**config.mk**
```make
export PLATFORM = sky130hd
export DESIGN_NAME = adder_share_arbiter_flat
export DESIGN_NICKNAME = d
export VERILOG_FILES = /design/src/rtl/adder_share_arbiter_pkg.sv /design/src/rtl/adder_share_arbiter_if.sv /design/src/rtl/adder_share_arbiter_datapath.sv /design/src/rtl/adder_share_arbiter.sv /design/src/flat_wrapper.sv
export SDC_FILE = /design/constraint.sdc
export NUM_CORES = 1
export LEC_CHECK = 0
export CORE_AREA = 2 2 105 107
export DETAILED_ROUTE_END_ITERATION = 8
export DIE_AREA = 0 0 107 109
export PLACE_DENSITY = 0.66
export SETUP_SLACK_MARGIN = 0.5
export SLEW_MARGIN = 25
export SYNTH_ARGS = -nofsm -noshare
export SYNTH_HDL_FRONTEND = slang
export SYNTH_HIERARCHICAL = 1
export SYNTH_SLANG_ARGS = --single-unit
```
**constraint.sdc**
```tcl
create_clock -name clk -period 5.05 [get_ports clk]
set_clock_uncertainty 0.15 [all_clocks]
set_input_delay 1.01 -clock clk [delete_from_list [all_inputs] [get_ports clk]]
set_output_delay 1.01 -clock clk [all_outputs]
set_load 0.1 [all_outputs]
```
**src/rtl/adder_share_arbiter_pkg.sv**
```systemverilog
// Shared types and constants for the shared adder arbiter.
// Optional build macro: ADDER_SATURATE_EN (saturating result).
package adder_ctrl_pkg;

    localparam int DATA_W = 16;
    localparam int REQ_N  = 3;
    localparam int ID_W   = $clog2(REQ_N);

    typedef enum logic {
        EMPTY = 1'b0,
        FULL  = 1'b1
    } arb_state_t;

    typedef struct packed {
        logic [DATA_W-1:0] sum;
        logic [ID_W-1:0]   id;
        logic              cout;
        logic              ovfl;
    } adder_rsp_t;

    // Largest positive signed value of width w.
    function automatic logic [63:0] SAT_POS(input int w);
        return (64'd1 << (w - 1)) - 64'd1;
    endfunction

    // Most negative signed value of width w.
    function automatic logic [63:0] SAT_NEG(input int w);
        return 64'd1 << (w - 1);
    endfunction

endpackage

```
**src/rtl/adder_share_arbiter_if.sv**
```systemverilog
// Request/response bundle between requesters, consumer and the shared adder.
// master: requesters + consumer side; slave: the arbiter.
interface adder_share_arbiter_if #(
    parameter int NUM_REQ = 3,
    parameter int WIDTH   = 16
);
    localparam int IDW = $clog2(NUM_REQ);

    logic [NUM_REQ-1:0]       req_valid;
    logic [NUM_REQ-1:0]       req_ready;
    logic [NUM_REQ*WIDTH-1:0] req_a;
    logic [NUM_REQ*WIDTH-1:0] req_b;
    logic [NUM_REQ-1:0]       req_sub;
    logic                     rsp_valid;
    logic                     rsp_ready;
    logic [WIDTH-1:0]         rsp_sum;
    logic [IDW-1:0]           rsp_id;
    logic                     rsp_cout;
    logic                     rsp_ovfl;

    modport master (
        output req_valid, req_a, req_b, req_sub, rsp_ready,
        input  req_ready, rsp_valid, rsp_sum, rsp_id, rsp_cout, rsp_ovfl
    );

    modport slave (
        input  req_valid, req_a, req_b, req_sub, rsp_ready,
        output req_ready, rsp_valid, rsp_sum, rsp_id, rsp_cout, rsp_ovfl
    );

endinterface

```
**src/rtl/adder_share_arbiter_datapath.sv**
```systemverilog
// Combinational add/subtract: chained 4-bit CLA slices, overflow detect.
// Ports: a, b, sub in; sum, cout, ovfl out. Macro ADDER_SATURATE_EN clamps sum.
module add_sat_datapath
    import adder_ctrl_pkg::*;
#(
    parameter int WIDTH = 16
) (
    input  logic [WIDTH-1:0] a,
    input  logic [WIDTH-1:0] b,
    input  logic             sub,
    output logic [WIDTH-1:0] sum,
    output logic             cout,
    output logic             ovfl
);
    localparam int NS = WIDTH / 4;

    logic [WIDTH-1:0] bb;
    logic [WIDTH-1:0] g;
    logic [WIDTH-1:0] p;
    logic [WIDTH-1:0] raw;
    logic [NS:0]      c;

    // Subtract is a + ~b + 1; the +1 enters as the first slice carry-in.
    assign bb   = sub ? ~b : b;
    assign g    = a & bb;
    assign p    = a ^ bb;
    assign c[0] = sub;

    for (genvar s = 0; s < NS; s++) begin : g_slice
        logic [3:0] gs;
        logic [3:0] ps;
        logic [3:0] cs;

        assign gs    = g[4*s +: 4];
        assign ps    = p[4*s +: 4];
        assign cs[0] = c[s];
        assign cs[1] = gs[0] | (ps[0] & c[s]);
        assign cs[2] = gs[1] | (ps[1] & gs[0])
                     | (ps[1] & ps[0] & c[s]);
        assign cs[3] = gs[2] | (ps[2] & gs[1])
                     | (ps[2] & ps[1] & gs[0])
                     | (ps[2] & ps[1] & ps[0] & c[s]);
        assign c[s+1] = gs[3] | (ps[3] & gs[2])
                      | (ps[3] & ps[2] & gs[1])
                      | (ps[3] & ps[2] & ps[1] & gs[0])
                      | (ps[3] & ps[2] & ps[1] & ps[0] & c[s]);
        assign raw[4*s +: 4] = ps ^ cs;
    end

    assign cout = c[NS];
    assign ovfl = (a[WIDTH-1] == bb[WIDTH-1])
                & (raw[WIDTH-1] != a[WIDTH-1]);

`ifdef ADDER_SATURATE_EN
    localparam logic [WIDTH-1:0] POS_LIM = WIDTH'(SAT_POS(WIDTH));
    localparam logic [WIDTH-1:0] NEG_LIM = WIDTH'(SAT_NEG(WIDTH));

    // Overflow direction follows the sign of a (both operands share it).
    assign sum = !ovfl      ? raw
               : a[WIDTH-1] ? NEG_LIM
               :              POS_LIM;
`else
    assign sum = raw;
`endif

endmodule

```
**src/rtl/adder_share_arbiter.sv**
```systemverilog
// Round-robin arbiter sharing one add/sub datapath with a 1-entry result slot.
// Ports: clk, rst (async high), bus (slave modport). Macro: ADDER_SATURATE_EN.
module adder_share_arbiter
    import adder_ctrl_pkg::*;
#(
    parameter int NUM_REQ = REQ_N,
    parameter int WIDTH   = DATA_W
) (
    input  logic                  clk,
    input  logic                  rst,
    adder_share_arbiter_if.slave  bus
);
    localparam int IDW = $clog2(NUM_REQ);

    arb_state_t         state;
    logic [IDW-1:0]     ptr;
    adder_rsp_t         rsp_q;

    logic               slot_free;
    logic [NUM_REQ-1:0] gnt;
    logic [IDW-1:0]     gidx;
    logic               found;
    logic [IDW:0]       scan;
    logic               accept;
    logic [IDW-1:0]     ptr_nxt;

    logic [WIDTH-1:0]   op_a;
    logic [WIDTH-1:0]   op_b;
    logic               op_sub;
    logic [WIDTH-1:0]   dp_sum;
    logic               dp_cout;
    logic               dp_ovfl;

    assign slot_free = (state == EMPTY) | bus.rsp_ready;

    // First valid requester at or after ptr, wrapping.
    always_comb begin
        gnt   = '0;
        gidx  = '0;
        found = 1'b0;
        scan  = '0;
        for (int k = 0; k < NUM_REQ; k++) begin
            scan = {1'b0, ptr} + (IDW+1)'(k);
            if (scan >= (IDW+1)'(NUM_REQ)) begin
                scan = scan - (IDW+1)'(NUM_REQ);
            end
            if (!found && bus.req_valid[scan[IDW-1:0]]) begin
                found = 1'b1;
                gidx  = scan[IDW-1:0];
            end
        end
        if (found && slot_free && !rst) begin
            gnt[gidx] = 1'b1;
        end
    end

    assign accept        = |gnt;
    assign bus.req_ready = gnt;
    assign ptr_nxt       = (gidx == IDW'(NUM_REQ - 1))
                         ? '0 : gidx + 1'b1;

    assign op_a   = bus.req_a[gidx*WIDTH +: WIDTH];
    assign op_b   = bus.req_b[gidx*WIDTH +: WIDTH];
    assign op_sub = bus.req_sub[gidx];

    add_sat_datapath #(
        .WIDTH (WIDTH)
    ) u_dp (
        .a    (op_a),
        .b    (op_b),
        .sub  (op_sub),
        .sum  (dp_sum),
        .cout (dp_cout),
        .ovfl (dp_ovfl)
    );

    always_ff @(posedge clk or posedge rst) begin
        if (rst) begin
            state <= EMPTY;
            ptr   <= '0;
            rsp_q <= '0;
        end else begin
            if (accept) begin
                state      <= FULL;
                ptr        <= ptr_nxt;
                rsp_q.sum  <= dp_sum;
                rsp_q.id   <= gidx;
                rsp_q.cout <= dp_cout;
                rsp_q.ovfl <= dp_ovfl;
            end else if (bus.rsp_ready) begin
                state <= EMPTY;
            end
        end
    end

    assign bus.rsp_valid = (state == FULL);
    assign bus.rsp_sum   = rsp_q.sum;
    assign bus.rsp_id    = rsp_q.id;
    assign bus.rsp_cout  = rsp_q.cout;
    assign bus.rsp_ovfl  = rsp_q.ovfl;

endmodule
```
**src/flat_wrapper.sv**
```systemverilog
// flat-port wrapper written by rule: the top's interface ports become plain ports
module adder_share_arbiter_flat import adder_ctrl_pkg::*;
#(
    parameter int NUM_REQ = REQ_N,
    parameter int WIDTH   = DATA_W
)
  (clk, rst, bus_req_valid, bus_req_a, bus_req_b, bus_req_sub, bus_rsp_ready, bus_req_ready, bus_rsp_valid, bus_rsp_sum, bus_rsp_id, bus_rsp_cout, bus_rsp_ovfl);
  adder_share_arbiter_if #(.NUM_REQ(NUM_REQ), .WIDTH(WIDTH)) bus_i ();
  input  logic clk;
  input  logic rst;
  input wire logic [$bits(bus_i.req_valid)-1:0] bus_req_valid;
  input wire logic [$bits(bus_i.req_a)-1:0] bus_req_a;
  input wire logic [$bits(bus_i.req_b)-1:0] bus_req_b;
  input wire logic [$bits(bus_i.req_sub)-1:0] bus_req_sub;
  input wire logic [$bits(bus_i.rsp_ready)-1:0] bus_rsp_ready;
  output wire logic [$bits(bus_i.req_ready)-1:0] bus_req_ready;
  output wire logic [$bits(bus_i.rsp_valid)-1:0] bus_rsp_valid;
  output wire logic [$bits(bus_i.rsp_sum)-1:0] bus_rsp_sum;
  output wire logic [$bits(bus_i.rsp_id)-1:0] bus_rsp_id;
  output wire logic [$bits(bus_i.rsp_cout)-1:0] bus_rsp_cout;
  output wire logic [$bits(bus_i.rsp_ovfl)-1:0] bus_rsp_ovfl;
  assign bus_i.req_valid = bus_req_valid;
  assign bus_i.req_a = bus_req_a;
  assign bus_i.req_b = bus_req_b;
  assign bus_i.req_sub = bus_req_sub;
  assign bus_i.rsp_ready = bus_rsp_ready;
  assign bus_req_ready = bus_i.req_ready;
  assign bus_rsp_valid = bus_i.rsp_valid;
  assign bus_rsp_sum = bus_i.rsp_sum;
  assign bus_rsp_id = bus_i.rsp_id;
  assign bus_rsp_cout = bus_i.rsp_cout;
  assign bus_rsp_ovfl = bus_i.rsp_ovfl;
  adder_share_arbiter #(.NUM_REQ(NUM_REQ), .WIDTH(WIDTH)) u_core (.clk(clk), .rst(rst), .bus(bus_i));
endmodule
```
==> results of run 1 <==
[worst paths after layout]
check	end	slack (ps)	cells past startpoint
min in group asynchronous	u_core/bus.rsp_sum[12]	1120	3
max in group asynchronous	u_core/ptr[0]	3370	3
setup reg to reg	u_core/bus.rsp_sum[14]	630	17
setup / recovery	u_core/bus.rsp_sum[14]	600	16
hold / removal	u_core/bus.rsp_id[1]	340	1
hold reg to reg	u_core/bus.rsp_id[1]	340	1
[repair_timing]
| action | CTS | global route |
|---|---|---|
| pin swaps | 12 | 20 |
| setup buffers | 4 | 6 |
| endpoints found under the setup margin | 13 | 13 |
| gates cloned | 1 | 1 |
| hold endpoints to repair | 0 | 0 |
| gates resized for setup | 32 | 34 |
[metal layers]
| metal | up-vias | global-route usage, % | share of wire, % |
|---|---|---|---|
| met5 | - | 0 | 0 |
| li1 | 1637 | - | - |
| met4 | 0 | 4.45 | 1.1 |
| met1 | 1626 | 25.1 | 45 |
| met2 | 117 | 30.2 | 48 |
| met3 | 8 | 2.57 | 6.5 |
[cell type report]
| class | count | area share [%] |
|---|---|---|
| timing repair buffer | 198 | 36.2 |
| clock buffer | 4 | 0.847 |
| inverter | 52 | 3.67 |
| tap | 140 | 3.30 |
| sequential | 23 | 10.9 |
| multi-input combinational | 255 | 45.1 |
[cells by family (layout without fill, tap and decap cells)]
group / Yosys count / count (layout) / synth area share [%]
multiplexers: 23 / 23 / 8.27
adder cells (fa/ha/maj): 23 / 23 / 9.95
AO/OA/AOI/OAI: 111 / 111 / 33.4
buffers and inverters: 77 / 254 / 11.6
flip-flops: 23 / 23 / 18.5
XOR/XNOR: 27 / 27 / 7.58
AND/OR/NAND/NOR: 71 / 71 / 10.7
[cells in the final DEF, fill, tap and decap left out, drive strengths merged, types with 6 or more instances in the layout]
cell type      count
clkdlybuf4s50    122
buf               74
inv               52
nand2             43
o211ai            34
o311ai            34
dfrtp             23
ha                20
xor2              19
mux2              19
o21ai             11
nor2              10
xnor2              8
a21oi              7
clkbuf             6
[worst max-delay path: cells and delay by family]
| family | cells | cell delay [ps] |
|---|---|---|
| compound gates | 6 | 1470 |
| simple gates | 3 | 680 |
| mux | 2 | 470 |
| buf+inv | 3 | 420 |
| fa+ha+maj | 1 | 260 |
| xor+xnor | 1 | 140 |
[state kept, by name, indices dropped and copies added (netlist names)]
name,count
u_core/bus.rsp_sum,16
u_core/bus.rsp_id,2
u_core/ptr,2
u_core/bus.rsp_cout,1
u_core/bus.rsp_ovfl,1
u_core/bus.rsp_valid,1
[per-stage QoR]
step	hold slack [ps]	setup TNS, ps	setup WS [ps]	utilization (%)
after floorplan	354	0	283	-
after global placement	315	-557	-96.3	46.8
after detailed placement	322	-1720	-260	46.8
after CTS	343	0	506	48.6
after global routing	372	0	431	50.1
final	337	0	598	50.1
==> results.yml, run 1 <==
flow_run:
  cap_violations: 0
synthesis:
  syn-mean-instance-area_sq_um: 8.78
  synth.area.top_cells: "dfrtp_1 (18%), o211ai_2 (12%), o311ai_0 (9.3%), ha_1 (8.0%), inv_1 (6.3%)"
  synth-main-ff-cell: "dfrtp_1"
  synthCells: 355
  synth_common_cells: "inv_1 (52), nand2_1 (43), o311ai_0 (33)"
  synth_edf_count: 0
  synth.distinct_cells: 57
  synth_top_area_cell: "dfrtp_1"
  synth_area_sq_um: 3120
  async_reset_ff_share_pct: 100
  synth_most_common_cell: "inv_1"
  ys_warn_count: 6
  ys_seq_area_share_pct: 18.5
  syn_nets: 483
  ys_ff_latch: 23
  synth_top_area_share_pct: 18.5
clock_network:
  cts_buffers: 3
  root_buffer: "clkbuf_8"
  path_clk_slew_ps: 90
  htreeDepth: 1
  cts_tree: "done"
  cts_buffer_depth: 2
  cts.sinks: 23
  ctsHoldBuffers: 0
  insertion_delay_ps: 270
placement:
  dp.cells: 656
  place_area_sq_um: 4960
  dp_hpwl_um: 8780
  place_congestion: 0.892
  portBuffers: 128
timing:
  maxSlewHeadroom_pct: 32.3
  setup_viol: 0
  finalCritPeriodShare_pct: 88.2
  period_needed_ps: 4450
  hold_violations: 0
  rsz0062_at_grt: "true"
  worstMarginPinSlew_ps: 1010
  slew_viol_final: 0
  fmax_mhz: 225
die:
  die_w_um: 107
  die_area_sq_um: 11700
  start_util_pct: 29.4
  core_sq_um: 10600
  row_count: 38
  io_pins: 129
  die_h_um: 109
routing:
  postRouteAntennaNets: 0
  wl_per_cell_um: 16.5
  viasPerCell: 5.04
  drc_errors: 0
  drtPass1Iterations: 5
  drtIter0Drc: 159
  wl_um: 11100
  via_count: 3388
worst_setup_path:
  critPathMostFrequentCell: "o21a_1"
  cp-startpoint: "bus_req_valid[1]"
  cp_slowest_cell: "or3_4"
  start_kind: "input pin"
  crit_arrival_ps: 4450
  timing.rr.start: "u_core/ptr[1]"
  criticalPathCategory: "input pin to register"
  worstSetupEndpointType: "register"
  slowest_delay_ps: 450
  crit_path_cell_trace: "buf_2, mux2i_2, o21a_1, nor4_4, or3_4, o211ai_4, buf_12, buf_16, xor2_1, ha_1, o21a_1, and2_4, a211oi_4, a2111oi_1, a311o_1, mux2_2"
  required_ps: 5050
  crit_fanout: 7
grt:
  grt.total_usage_pct: 18.2
  grt_max_degree: 25
  grt_overflow: 0
  antenna_found_initial: 0
  grt_pass1_wl_um: 17100
  grt_pass1_vias: 3451
finish:
  multi_input_area_sq_um: 2400
  drive_gt1_share_pct: 30.8
  nFillCells: 985
  antenna_cells: 0
  nets: 661
  regArea_sq_um: 578
  syn2layout_area_growth_pct: 70.5
  design_area_sq_um: 5320
  final-instance-count-excl-fill: 672
outcome:
  status: "finished clean"
hold_path:
  hp-start: "u_core/bus.rsp_id[1]"
  holdCritPathClass: "register to register"
Power of run 1 is not shown: default switching activity piles up to over one toggle a cycle in this logic, so the estimate is an artifact.
==> inputs of run 2 (changes only) <==
--- a/config.mk
+++ b/config.mk
@@ -5,10 +5,10 @@
 export SDC_FILE = /design/constraint.sdc
 export NUM_CORES = 1
 export LEC_CHECK = 0
-export CORE_AREA = 2 2 105 107
+export CORE_AREA = 2 2 92 94
 export DETAILED_ROUTE_END_ITERATION = 8
-export DIE_AREA = 0 0 107 109
-export PLACE_DENSITY = 0.66
+export DIE_AREA = 0 0 94 96
+export PLACE_DENSITY = 0.82
 export SETUP_SLACK_MARGIN = 0.5
 export SLEW_MARGIN = 25
 export SYNTH_ARGS = -nofsm -noshare
==> run 2 against run 1 <==
  * Global-route usage grew 4.5 points
  * Via count up 4.2%
  * First-iteration DRC count increased by 21%
  * Worst hold slack improved by 14 ps
  * Worst setup slack got worse by 110 ps
  * Wire length fell by 3.4%
  * Die area shrank 23%
  * Fmax shrank 2.4%
  * Critical path type unchanged
==> results.yml, run 2 (same netlist as run 1, synthesis figures left out) <==
hold_path:
  hp-start: "u_core/bus.rsp_id[1]"
  whs_endpoint: "u_core/bus.rsp_id[1]"
  hold_depth: 1
  holdCritPathClass: "register to register"
die:
  start_util_pct: 38.7
  die_w_um: 94
  die_h_um: 96
  die_area_sq_um: 9020
  core_sq_um: 8050
  row_count: 33
  io_pins: 129
clock_network:
  cts_tree: "done"
  cts_buffers: 3
  cts_buffer_depth: 2
  insertion_delay_ps: 270
  htreeDepth: 1
  path_clk_slew_ps: 90
  cts.sinks: 23
  root_buffer: "clkbuf_8"
timing:
  setup_viol: 0
  layout_setup_ws_ps: 487
  finalCritPeriodShare_pct: 90.4
  worstMarginPinSlew_ps: 991
  hold_violations: 0
  fmax_mhz: 219
  slew_viol_final: 0
  rsz0062_at_grt: "true"
  period_needed_ps: 4560
  holdWs_ps: 352
  maxSlewHeadroom_pct: 33.7
worst_setup_path:
  crit_arrival_ps: 4630
  r2r_cells: 19
  reg2reg_to: "u_core/bus.rsp_sum[12]"
  cp-startpoint: "bus_req_valid[0]"
  start_kind: "input pin"
  worstSetupEndpointType: "register"
  crit_fanout: 7
  rrSetupSlack_ps: 490
  criticalPathCategory: "input pin to register"
  timing.rr.start: "u_core/ptr[0]"
  required_ps: 5110
routing:
  wl_um: 10700
  drtIter0Drc: 192
  via_count: 3530
  drc_errors: 0
  viasPerCell: 5.46
  wl_per_cell_um: 16.5
  postRouteAntennaNets: 0
  drtPass1Iterations: 5
finish:
  syn2layout_area_growth_pct: 70.3
  nFillCells: 610
  drive_gt1_share_pct: 31.7
  final_cell_mix: "clkdlybuf4s50_1 (122), buf_4 (71), inv_1 (51)"
  largest_reg_flops: 16
  antenna_cells: 0
  final_util_pct: 66.0
  layout_commonest_cell: "clkdlybuf4s50_1"
  nets: 671
grt:
  grt_overflow: 0
  grt_max_degree: 24
  grt_pass1_wl_um: 16400
  grt.total_usage_pct: 22.7
  grt_pass1_vias: 3524
  antenna_found_initial: 0
placement:
  portBuffers: 128
  dp_hpwl_um: 8570
  place_congestion: 0.952
  place_ws_ps: -229
flow_run:
  cap_violations: 0
outcome:
  status: "finished clean"
==> run 2: metrics by stage <==
| stage | setup TNS (ps) | area (sq um) | std cells |
|---|---|---|---|
| CTS | 0 | 5090 | 636 |
| global placement | -349 | 4980 | 626 |
| global route | 0 | 5310 | 647 |
| floorplan | 0 | 3170 | 355 |
| finish | 0 | 5310 | 647 |
| detailed placement | -1650 | 4980 | 626 |
==> run 2: layout make-up <==
type	instances	area, sq um	area share [%]
inverters	52	195	3.68
well taps	105	131	2.47
flip-flops and latches	23	578	10.9
repair buffers	208	1980	37.2
multi-input cells	255	2380	44.9
clock buffers	4	45.0	0.848
==> run 2: worst max-delay path by stage <==
stage                                   to  slack (ps)  cells past startpoint
finish              u_core/bus.rsp_sum[12]         490                     17
global route        u_core/bus.rsp_sum[12]         390                     19
CTS                 u_core/bus.rsp_sum[13]         500                     16
detailed placement     u_core/bus.rsp_ovfl        -230                     16
global placement    u_core/bus.rsp_sum[12]         -60                     17
floorplan           u_core/bus.rsp_sum[12]         280                     18
==> run 2: critical path, cell delays in order <==
cell      delay (ps)
buf_2            140
mux2i_2          180
o21a_1           190
nor4_4            60
buf_4            160
or3_4            370
o211ai_4         260
buf_12           160
xor2_1           140
ha_1             260
a211o_1          310
and2_4           150
a211oi_4         370
a21o_2           230
fa_1             420
inv_1             60
mux2_2           130
==> run 2: what timing repair did <==
item                                    4_1_cts  5_1_grt
endpoints found under the setup margin       14       14
hold buffers                                  0        0
pin swaps                                     5       19
resized for setup                            16       41
buffers inserted                              6       10
gates cloned                                  0        1
endpoints found under the hold margin         0        0
==> run 2: per-layer routing <==
metal / track usage (%) / up-vias / part of all wire [%]
li1: - / 1661 / -
met1: 28.8 / 1666 / 41
met2: 40.2 / 189 / 49
met3: 3.68 / 14 / 7.9
met4: 6.16 / 0 / 1.5
met5: 0 / - / 0
Power of run 2 is left out for the same reason.
==> inputs of run 3 (changes only) <==
--- a/config.mk
+++ b/config.mk
@@ -5,9 +5,9 @@
 export SDC_FILE = /design/constraint.sdc
 export NUM_CORES = 1
 export LEC_CHECK = 0
-export CORE_AREA = 2 2 92 94
+export CORE_AREA = 2 2 105 82
 export DETAILED_ROUTE_END_ITERATION = 8
-export DIE_AREA = 0 0 94 96
+export DIE_AREA = 0 0 107 84
 export PLACE_DENSITY = 0.82
 export SETUP_SLACK_MARGIN = 0.5
 export SLEW_MARGIN = 25
==> run 3 against run 2 <==
  * Die area fell by 0.40%
  * Via count fell by 2.0%
  * Count of clock-buffer cells in the layout did not move
  * Design area fell by 1.9%
  * Register-to-register slack improved by 90 ps
  * Wire length rose by 0.25%
  * Worst setup slack improved by 78 ps
  * Critical path depth fell by 1
  * Largest cell class unchanged
  * Non-clock buffer count fell by 14
==> results.yml, run 3 (same netlist as run 1, synthesis figures left out) <==
routing:
  wl_um: 10700
  drc_errors: 0
  drtPass1Iterations: 5
  via_count: 3459
  postRouteAntennaNets: 0
  wl_per_cell_um: 16.9
  drtIter0Drc: 176
  viasPerCell: 5.44
timing:
  layout_setup_ws_ps: 564
  worstMarginPinSlew_ps: 990
  setup_viol: 0
  hold_violations: 0
  finalCritPeriodShare_pct: 88.8
  rsz0062_at_grt: "true"
  slew_viol_final: 0
  fmax_mhz: 223
  maxSlewHeadroom_pct: 33.8
  period_needed_ps: 4490
worst_setup_path:
  start_kind: "input pin"
  crit_arrival_ps: 4500
  required_ps: 5060
  worstSetupEndpointType: "register"
  criticalPathCategory: "input pin to register"
  crit_fanout: 7
placement:
  place_congestion: 0.934
  dp_hpwl_um: 8710
  portBuffers: 128
  dp.cells: 622
  place_ws_ps: -273
die:
  die_w_um: 107
  die_h_um: 84
  core_sq_um: 8090
  start_util_pct: 38.5
  row_count: 29
  die_area_sq_um: 8990
  io_pins: 129
grt:
  antenna_found_initial: 0
  grt_pass1_wl_um: 16900
  grt_overflow: 0
  grt_max_degree: 26
  grt_pass1_vias: 3417
  grt.total_usage_pct: 23.7
finish:
  syn2layout_area_growth_pct: 67.1
  nFillCells: 647
  regArea_sq_um: 577
  final-instance-count-excl-fill: 636
  largest_reg_flops: 16
  final_cell_mix: "clkdlybuf4s50_1 (122), buf_4 (57), inv_1 (51)"
  final_util_pct: 64.4
  layout_commonest_cell: "clkdlybuf4s50_1"
  antenna_cells: 0
  drive_gt1_share_pct: 29.7
  multi_input_area_sq_um: 2360
  nets: 657
clock_network:
  htreeDepth: 1
  cts_buffers: 3
  ctsHoldBuffers: 0
  cts_tree: "done"
  insertion_delay_ps: 270
  root_buffer: "clkbuf_8"
  cts_buffer_depth: 2
  cts.sinks: 23
  path_clk_slew_ps: 90
outcome:
  status: "finished clean"
flow_run:
  cap_violations: 0
hold_path:
  holdCritPathClass: "register to register"
run 3: final timing paths:
path | start | to | slack (ps) | depth (start not counted)
worst min register to register | u_core/bus.rsp_id[1] | u_core/bus.rsp_id[1] | 340 | 1
worst max-delay path | bus_req_valid[0] | u_core/bus.rsp_sum[12] | 560 | 16
worst max register to register | u_core/ptr[1] | u_core/bus.rsp_sum[12] | 580 | 16
min in group asynchronous | rst | u_core/bus.rsp_sum[11] | 1100 | 3
max in group asynchronous | rst | u_core/ptr[1] | 3390 | 3
worst min-delay path | u_core/bus.rsp_id[1] | u_core/bus.rsp_id[1] | 340 | 1
run 3: per-stage QoR:
step / instance area [sq um] / TNS, ps / hold slack (ps)
2_1_floorplan: 3170 / 0 / 354
3_3_place_gp: 4940 / -922 / 318
3_5_place_dp: 4940 / -1700 / 323
4_1_cts: 5100 / 0 / 344
5_1_grt: 5210 / 0 / 383
6_report: 5210 / 0 / 339
run 3: worst max-delay path, stage by stage:
cell and delay, ps:
buf_2 140, mux2i_4 190, o22a_1 200, a211oi_4 90, or3_4 430, o211ai_4 300, buf_12 180, xor2_1 100
ha_1 330, nand4_1 160, nor2_2 200, a211oi_4 90, a21o_2 250, fa_2 520, inv_1 40, mux2_2 240
run 3: cell type report:
class                           count  share of cell area (%)
Clock buffer                        4                   0.865
Inverter                           52                    3.75
Multi-Input combinational cell    255                    45.4
Sequential cell                    23                    11.1
Tap cell                          108                    2.59
Timing Repair Buffer              194                    36.3
run 3: timing repair:
item	CTS	global route
setup buffers	3	6
gates resized for setup	24	26
gates cloned	1	0
pin swaps	8	20
endpoints found under the setup margin	14	13
run 3: metal layers:
layer  track usage, %  vias to the layer above  share of wire, %
met4             4.72                        0               1.7
met1             30.8                     1650                43
li1                 -                     1639                 -
met2             41.4                      150                48
met5                0                        -                 0
met3             3.67                       20               7.4
Power of run 3 is left out for the same reason.
==> patch: new RTL, flow settings as in run 3 <==
Build with the macro `ADDER_SATURATE_EN` defined.
--- a/src/rtl/adder_share_arbiter_datapath.sv
+++ b/src/rtl/adder_share_arbiter_datapath.sv
@@ -1,4 +1,6 @@
 // Combinational add/subtract: chained 4-bit CLA slices, overflow detect.
 // Ports: a, b, sub in; sum, cout, ovfl out. Macro ADDER_SATURATE_EN clamps sum.
+`define ADDER_SATURATE_EN
+
 module add_sat_datapath
     import adder_ctrl_pkg::*;
Function: changed (Yosys sat finds a counterexample within 4 cycles, from zero or initial values and one cycle with rst high).
==> patch against run 3 <==
Sequential cell count unchanged; worst setup slack worse by 560 ps; final area up 10%; critical path depth up 7; synthesized cell count up 13%; largest cell class unchanged; via count up 11%; critical endpoint is now u_core/bus.rsp_sum[13]$_DFFE_PP0P_; highest routed layer unchanged; routed wire length up 11%; core utilization up 6.6 points; synthesized area up 4.6%; global-route usage up 0.91 points.
Power is left out: the tool's default activity adds up to more than one toggle a clock period on the data nets, which glitch-free logic cannot reach.
==> patch: results (changes against run 3) <==
stage;metric;value;unit;change
synthesis;FFs w/ async S/R, synth;1.00;;unchanged
critical_path;slowest CP cell;fa_2;;
global_route;initial antenna violation count;0;;unchanged
synthesis;top cells by count, synth;81 x nand2_1, 42 x o21ai_0, 29 x o211ai_2, 23 x dfrtp_1, 21 x a21oi_1;;
clock_tree;worst skew pair latency;270;ps;about the same
global_route;vias in the first global route;3744;;+9.6%
route;via/cell ratio;5.41;;-0.55%
critical_path;delay of the slowest critical-path stage;370;ps;-150 ps
synthesis;Yosys cell types;59;;+3.5%
route;Vias;3824;;+11%
route;TritonRoute pass-1 iters;5;;unchanged
synthesis;Mean Syn Cell Area;8.15;µm²;-7.2%
place;pre-CTS setup slack;-575;ps;-302 ps
place;Cells after DPL;676;;+8.7%
synthesis;Synth Net Count;528;;+9.3%
global_route;first-pass GRT wire length;18000;µm;+6.7%
synthesis;ranking of synthesized cells by area;dfrtp_1 18%, o211ai_2 11%, nand2_1 9.3%;;
route;uppermost layer routed;met4;;
place;Placed Area;5110;µm²;+3.5%
final_layout;ant diodes;0;;unchanged
sta;Tightest Pin Transition;981;ps;-8.44 ps
clock_tree;H-tree depth;1;;unchanged
route;DRT met1 WL;5060;µm;+9.2%
final_layout;Largest register FFs;16;;unchanged
synthesis;Post-synth top flop;dfrtp_1;;
route;routed length per placed instance;16.9;µm;about the same
route;WL met3;756;µm;-5.1%
clock_tree;Clk pin slew, worst setup/hold paths;90;ps;about the same
min_path;Hold Crit Class;reg2reg;;
synthesis;warnings from Yosys;6;;unchanged
final_layout;fin nets;728;;+11%
global_route;pin count of the biggest net entering global routing;25;;-3.8%
critical_path;Worst path top cell family by delay;compound AO/OA/AOI/OAI gates;;
place;Detailed Place HPWL;8700;µm;-0.16%
final_layout;Fillers;566;;-13%
place;Routability Congestion;0.884;;-5.4%
critical_path;Worst Path Max Fanout;11;;+4
outcome;outcome;complete, no violations;;
critical_path;critical path arrival;5060;ps;+560 ps
place;PortBufs;128;;unchanged
final_layout;share of layout cells above drive strength 1;0.357;;+0.0599
route;1st-iter DRT viols;229;;+30%
global_route;global router's overall resource usage;0.246;;+0.00914
route;metal2 WL;5980;µm;+17%
clock_tree;Root Buffer;clkbuf_8;;
clock_tree;CTS Buf Count;3;;unchanged
clock_tree;Clock Tree Buf Depth;2;;unchanged
synthesis;Seq/Total Area, Yosys;0.176;;-0.00814
[patch: cell types whose count changed in the layout (fill, tap and decap cells not counted), moves of 9 or more]
cell	change
buf_4	+16
buf_6	+9
inv_1	-36
nand2_1	+33
o21ai_0	+27
o311ai_0	-26
[patch: worst paths after layout]
path                       cells past startpoint  slack (ps)                                  to                        startpoint
setup / recovery                              23           3  u_core/bus.rsp_sum[13]$_DFFE_PP0P_                  bus_req_valid[1]
hold / removal                                 2         350    u_core/bus.rsp_id[0]$_DFFE_PP0P_  u_core/bus.rsp_id[0]$_DFFE_PP0P_
setup reg to reg                              23          30  u_core/bus.rsp_sum[13]$_DFFE_PP0P_         u_core/ptr[0]$_DFFE_PP0P_
hold reg to reg                                2         350    u_core/bus.rsp_id[0]$_DFFE_PP0P_  u_core/bus.rsp_id[0]$_DFFE_PP0P_
max in group asynchronous                      2        3050   u_core/bus.rsp_sum[6]$_DFFE_PP0P_                               rst
min in group asynchronous                      2        1120    u_core/bus.rsp_id[1]$_DFFE_PP0P_                               rst
[patch: what timing repair did]
action	CTS	global route
cloned	2	1
setup endpoints to repair	18	17
resized for setup	48	42
buffers inserted	15	9
pin swaps	30	28
[patch: worst register-to-register path, stage by stage, from the launching register on]
cell,delay (ps)
dfrtp_1,450
inv_2,80
ha_4,330
mux2i_4,270
o22a_1,240
a211oi_4,90
buf_6,140
buf_6,120
buf_12,140
o21ai_0,250
o211ai_2,170
xor2_2,180
ha_2,340
o21a_1,150
and4b_4,260
nor2_4,40
a211oi_2,280
o21a_1,210
nor2_2,60
fa_2,370
xor2_2,170
o21a_1,140
a21oi_1,40
mux2_4,270
[patch: final cells by class]
class	count	area (µm²)	share of cell area
Inverter	17	63.8	0.0111
Sequential cell	23	576	0.100
Multi-Input combinational cell	335	2760	0.480
Tap cell	108	135	0.0235
Timing Repair Buffer	220	2160	0.377
Clock buffer	4	45.0	0.00784
[patch: metal layers]
| layer | GRT usage | up-vias |
|---|---|---|
| met1 | 0.319 | 1827 |
| met3 | 0.0414 | 13 |
| met2 | 0.442 | 162 |
| met5 | 0 | - |
| li1 | - | 1822 |
| met4 | 0.0224 | 0 |
[patch: cells by family after synthesis]
kind of cell             count (synthesis)  synth area share
AO/OA/AOI/OAI                          138             0.336
AND/OR/NAND/NOR                        125             0.172
buffers and inverters                   42            0.0683
XOR/XNOR                                26            0.0698
multiplexers                            23            0.0829
adder cells (fa/ha/maj)                 23            0.0951
flip-flops                              23             0.176
